`config.mk`:
```
export PLATFORM = sky130hd
export DESIGN_NAME = instr_fetch_unit
export DESIGN_NICKNAME = d
export VERILOG_FILES = /design/src/rtl/instr_fetch_unit_pkg.sv /design/src/rtl/instr_fetch_unit_fetch_fifo.sv /design/src/rtl/instr_fetch_unit.sv
export SDC_FILE = /design/constraint.sdc
export NUM_CORES = 1
export LEC_CHECK = 0
export BUFFER_PORTS_ARGS = -buffer_cell sky130_fd_sc_hd__buf_2
export CORE_ASPECT_RATIO = 1.4
export CORE_MARGIN = 2
export CORE_UTILIZATION = 46
export DETAILED_ROUTE_END_ITERATION = 6
export PLACE_DENSITY = 0.66
export SLEW_MARGIN = 20
export SYNTH_ARGS = -nofsm -noshare
export SYNTH_HDL_FRONTEND = slang
export SYNTH_SLANG_ARGS = --single-unit
```
`constraint.sdc`:
```
create_clock -name CLK -period 3.1 [get_ports CLK]
set_input_delay 0 -clock CLK [delete_from_list [all_inputs] [get_ports CLK]]
set_output_delay 0 -clock CLK [all_outputs]
set_load 0.03 [all_outputs]
```
`src/rtl/instr_fetch_unit_pkg.sv`:
```
// rtl/instr_fetch_unit_pkg.sv - shared types and constants for the instruction fetch stage
package instr_fetch_unit_pkg;

   localparam int          WORD_W     = 32;
   localparam logic [31:0] PC_STEP    = 32'd4;
   localparam logic [31:0] PC8_OFFSET = 32'd8;

   typedef enum logic [1:0] {
      ST_IDLE = 2'd0,
      ST_REQ  = 2'd1,
      ST_DROP = 2'd2
   } fetch_state_e;

   typedef struct packed {
      logic [WORD_W-1:0] pc;
      logic [WORD_W-1:0] instr;
   } fetch_entry_t;

endpackage

```
`src/rtl/instr_fetch_unit_fetch_fifo.sv`:
```
// rtl/instr_fetch_unit_fetch_fifo.sv - prefetch FIFO of {pc, instr} entries with flush
module fetch_fifo
   import instr_fetch_unit_pkg::*;
#(
   parameter int DEPTH = 4
) (
   input  logic                     clk,
   input  logic                     rst_n,
   input  logic                     push,
   input  logic                     pop,
   input  logic                     flush,
   input  fetch_entry_t             wr_entry,
   output fetch_entry_t             rd_entry,
   output logic [$clog2(DEPTH):0]   count,
   output logic                     full,
   output logic                     empty
);

   localparam int AW    = $clog2(DEPTH);
   localparam int CNT_W = AW + 1;

   fetch_entry_t     mem_q [DEPTH];
   fetch_entry_t     mem_d [DEPTH];
   logic [AW-1:0]    wr_ptr_q, wr_ptr_d;
   logic [AW-1:0]    rd_ptr_q, rd_ptr_d;
   logic [CNT_W-1:0] count_q, count_d;
   logic             do_push, do_pop;

   assign full     = (count_q == CNT_W'(DEPTH));
   assign empty    = (count_q == '0);
   assign count    = count_q;
   assign rd_entry = mem_q[rd_ptr_q];

   // The fetch FSM never pushes into a full FIFO unless a pop frees the slot.
   assign do_push = push & (~full | pop);
   assign do_pop  = pop & ~empty;

   always_comb begin
      mem_d    = mem_q;
      wr_ptr_d = wr_ptr_q;
      rd_ptr_d = rd_ptr_q;
      count_d  = count_q;
      if (flush) begin
         wr_ptr_d = '0;
         rd_ptr_d = '0;
         count_d  = '0;
      end else begin
         if (do_push) begin
            mem_d[wr_ptr_q] = wr_entry;
            wr_ptr_d        = wr_ptr_q + AW'(1);
         end
         if (do_pop) begin
            rd_ptr_d = rd_ptr_q + AW'(1);
         end
         case ({do_push, do_pop})
            2'b10:   count_d = count_q + CNT_W'(1);
            2'b01:   count_d = count_q - CNT_W'(1);
            default: count_d = count_q;
         endcase
      end
   end

   always_ff @(posedge clk or negedge rst_n) begin
      if (!rst_n) begin
         for (int i = 0; i < DEPTH; i++) begin
            mem_q[i] <= '0;
         end
         wr_ptr_q <= '0;
         rd_ptr_q <= '0;
         count_q  <= '0;
      end else begin
         mem_q    <= mem_d;
         wr_ptr_q <= wr_ptr_d;
         rd_ptr_q <= rd_ptr_d;
         count_q  <= count_d;
      end
   end

endmodule

```
`src/rtl/instr_fetch_unit.sv`:
```
// rtl/instr_fetch_unit.sv - fetch PC, single-outstanding instruction memory reads, prefetch to decode
module instr_fetch_unit
   import instr_fetch_unit_pkg::*;
#(
   parameter int          DEPTH    = 4,
   parameter logic [31:0] RESET_PC = 32'h0000_0000
) (
   input  logic        CLK,
   input  logic        RST_N,
   input  logic        REDIRECT,
   input  logic [31:0] REDIRECT_PC,
   output logic        MEM_REQ,
   output logic [31:0] MEM_ADDR,
   input  logic        MEM_ACK,
   input  logic [31:0] MEM_RDATA,
   output logic        INSTR_VALID,
   input  logic        INSTR_READY,
   output logic [31:0] INSTR,
   output logic [31:0] INSTR_PC,
   output logic [31:0] INSTR_PC8
);

   localparam int CNT_W = $clog2(DEPTH) + 1;

   fetch_state_e     state_q, state_d;
   logic [31:0]      pc_q, pc_d;
   logic [31:0]      drop_addr_q, drop_addr_d;
   logic [31:0]      redirect_pc;
   logic             push, pop;
   logic [CNT_W-1:0] count;
   logic             full, empty;
   fetch_entry_t     head;

   assign redirect_pc = REDIRECT_PC & 32'hFFFF_FFFC;
   assign pop         = INSTR_VALID & INSTR_READY & ~REDIRECT;

   always_comb begin
      state_d     = state_q;
      pc_d        = pc_q;
      drop_addr_d = drop_addr_q;
      push        = 1'b0;
      MEM_REQ     = (state_q != ST_IDLE);
      // While draining a stale request the address must stay on the old word.
      MEM_ADDR    = (state_q == ST_DROP) ? drop_addr_q : pc_q;
      case (state_q)
         ST_IDLE: begin
            if (REDIRECT) begin
               pc_d = redirect_pc;
            end else if (!full) begin
               state_d = ST_REQ;
            end
         end
         ST_REQ: begin
            if (MEM_ACK) begin
               if (REDIRECT) begin
                  pc_d = redirect_pc;
               end else begin
                  push = 1'b1;
                  pc_d = pc_q + PC_STEP;
                  if (!((count < CNT_W'(DEPTH - 1)) || pop)) begin
                     state_d = ST_IDLE;
                  end
               end
            end else if (REDIRECT) begin
               pc_d        = redirect_pc;
               drop_addr_d = pc_q;
               state_d     = ST_DROP;
            end
         end
         ST_DROP: begin
            if (REDIRECT) begin
               pc_d = redirect_pc;
            end
            if (MEM_ACK) begin
               state_d = ST_REQ;
            end
         end
         default: state_d = ST_IDLE;
      endcase
   end

   always_ff @(posedge CLK or negedge RST_N) begin
      if (!RST_N) begin
         state_q     <= ST_IDLE;
         pc_q        <= RESET_PC;
         drop_addr_q <= '0;
      end else begin
         state_q     <= state_d;
         pc_q        <= pc_d;
         drop_addr_q <= drop_addr_d;
      end
   end

   fetch_fifo #(
      .DEPTH (DEPTH)
   ) u_fifo (
      .clk      (CLK),
      .rst_n    (RST_N),
      .push     (push),
      .pop      (pop),
      .flush    (REDIRECT),
      .wr_entry ('{pc: pc_q, instr: MEM_RDATA}),
      .rd_entry (head),
      .count    (count),
      .full     (full),
      .empty    (empty)
   );

   assign INSTR_VALID = ~empty;
   assign INSTR       = head.instr;
   assign INSTR_PC    = head.pc;
   assign INSTR_PC8   = head.pc + PC8_OFFSET;

endmodule

```
==> run metrics <==
Startpoint Class register; Compound-Gate Fraction of Synth Area 4.83%; maximum vdd drop 0.589 mV; Clock Skew 16.2 ps; Via density 5.58; CP required 3100 ps; Synth Area in Simple Gates 6.35%; die span in y 223 um; fill count 2752; number of flops mapped to enable cells by yosys 0; Max Cap Viol 0; netlist area before placement 0.0158 mm2; Final Hold Viols 0; routability cong. 0.806; antenna diode count 0; DIE WIDTH 161 um; Final period util 98.1%; Int Power 11.1 mW; largest family of logic cells by synthesized area multiplexers; H-tree lvl count 2; Die ar. 0.0359 mm2; Area Overhead vs Synth 22.2%; Inserted Clock Buffers 35; post-synth top area cell dfrtp_1; largest net degree at the start of global routing 92; RSZ-0062 raised after global routing yes; adder-cell share of the synthesized area 0.602%; cell row count 80; hold slack final 81.1 ps; mux contribution to synthesized area 31.1%; CTS tree built; IO Count 199; GRT Total Usage 22.3%; clk slew on worst S/H paths 60 ps; Sw Ratio 39.6%; HPWL Detailed 25700 um; final setup vio count 0; Starting Density 46.6%; P_sw 7.28 mW; CTS Sinks 329; ranking of synthesized cells by area dfrtp_1, mux2_2, mux4_2; status complete, no violations; worst min path class in -> reg; crit path time final 3040 ps; Leak 8.98 nW; sequential power share 33.9%; CP max FO 7; sequential area share after synthesis 52.1%; xor/xnor share of the synthesized area 1.77%; drt total wl 39400 um; Synth warnings 0; FF+latch count, synth 329; WL/cell 20.8 um; Final #Nets 1494; Bufs on Longest Clock Path 3; Setup crit end kind output pin; Clock Tree Root clkbuf_16; Core ar. 0.0339 mm2; top cell type's share of synthesized area 52.1%; Synthesized Nets 1245; Arrival @ worst endpoint 3040 ps; PortBufs 196; DR iter-0 viols 489; share of layout cells above drive strength 1 47.4%; vias in the first global route 11100; Distinct cells, synth 63; Routed Antenna Nets 0; final setup TNS 0 ps; final core utilization 56.9%; Pre-antenna DRT Iters 5; vias 10600; fin. max-slew vios 0; global-route wire length before repair 62400 um; worst-margin pin slew 1040 ps; highest clock rate 329 MHz; PD cells 952 mW/mm2; initial antenna violation count 0; Gate power share 42.8%; Syn Area/Cell 13.5 um2; worst skew pair latency 520 ps; grt total ovfl 0; Synth Instances 1169; Setup CP Type reg -> out; ys flop type dfrtp_1; # DRC 0; Slew HR 30.7%; Clock Power Share 23.3%; post-synthesis async set-or-reset flop share 100%
## synthesized netlist by cell type (all sizes together) (3+ instances only)
cell	count
a21oi	24
a22oi	3
a2bb2oi	7
a31oi	9
and2	7
and3	7
buf	44
clkbuf	53
dfrtp	329
ha	6
inv	16
mux2	298
mux2i	12
mux4	64
nand2	66
nand2b	4
nand3	27
nand4	19
nor2	34
nor3	10
nor4	9
o21ai	45
o22ai	10
o311ai	3
xnor2	21
xor2	11
## cells by family (layout without fill, tap and decap cells)
kind of cell,Yosys count,after routing
xor gates and xnor gates,32,32
adders and majority gates,7,7
buffers and inverters,113,388
and+or+nand+nor,193,193
muxes,374,374
DFF,329,329
AOI/OAI and AO/OA,121,121
## final timing paths
kind | cells past startpoint | endpoint | from | slack [ps]
min in group asynchronous | 2 | u_fifo.mem_q[201]$_DFFE_PN0P_ | RST_N | 90
hold / removal | 3 | u_fifo.wr_ptr_q[0]$_DFFE_PN0P_ | REDIRECT | 80
setup / recovery | 10 | INSTR_PC8[31] | u_fifo.rd_ptr_q[0]$_DFFE_PN0P_ | 60
max in group asynchronous | 3 | u_fifo.mem_q[151]$_DFFE_PN0P_ | RST_N | 2010
setup reg to reg | 6 | pc_q[4]$_DFFE_PN0N_ | state_q[0]$_DFFE_PN0P_ | 460
hold reg to reg | 2 | u_fifo.mem_q[249]$_DFFE_PN0P_ | u_fifo.mem_q[249]$_DFFE_PN0P_ | 480
## metal layers
layer / share of wire (%) / global-route usage [%]
met1: 40 / 28.2
met5: 0 / 0
met2: 52 / 38.8
met4: 3.3 / 7.93
met3: 4.7 / 3.53
## repair_timing
action                                  CTS  global route
endpoints found under the setup margin   15             8
resized for setup                         6             4
setup buffers                             9             0
pin swaps                                 3             2
hold endpoints to repair                247             0
hold buffers                             67             0
## area by class of cell
type	instances	area, um2	share of cell area, %
inverters	16	60.1	0.311
clock inverters	12	126	0.654
multi-input cells	727	7140	37.0
repair buffers	309	2130	11.0
clock buffers	51	1060	5.48
well taps	451	564	2.92
flip-flops and latches	329	8240	42.7
## power by group through the flow
stage	combinational, mW	sequential, mW	clock (mW)
2_1_floorplan	5.98	5.84	0
3_3_place_gp	7.60	6.29	0
3_5_place_dp	7.71	6.35	0
4_1_cts	7.96	6.23	4.39
5_1_grt	8.40	6.39	4.54
6_report	7.87	6.23	4.28
## cell usage in the layout (no fill, tap or decap), types with 16 or more instances in the layout
master           n
buf_2          193
a21oi_1         24
dfrtp_1        327
inv_1           16
mux2_2         298
nand3_1         27
nor2_1          32
xnor2_1         21
dlygate4sd3_1   67
nand2_1         61
nand4_1         17
clkbuf_16       37
buf_4           38
mux4_2          63
o21ai_0         41
## sequential cells by signal, indices dropped and copies added (netlist names)
| register | cells |
|---|---|
| u_fifo.wr_ptr_q | 2 |
| pc_q | 32 |
| state_q | 2 |
| u_fifo.mem_q | 256 |
| u_fifo.rd_ptr_q | 2 |
| drop_addr_q | 32 |
| u_fifo.count | 3 |
## worst max-delay path, cell delays in order (launching register included)
cell and delay, ps:
dfrtp_4 520, buf_12 160, mux4_2 370, ha_2 210, nand2_1 100, buf_4 170
nor4_2 150, buf_4 200, nand4_1 180, xnor2_1 270, buf_4 200
## metrics by stage
stage               total power [mW]  instances  setup slack [ps]  area [um2]
finish                          18.4       1895              59.8       19300
detailed placement              14.1       1756               217       17300
floorplan                       11.8       1169               551       15800
CTS                             18.6       1895              11.6       19300
global placement                13.9       1756               220       17300
global route                    19.3       1895             -57.9       19300
Note: power is estimated with default switching activity, not from simulation.
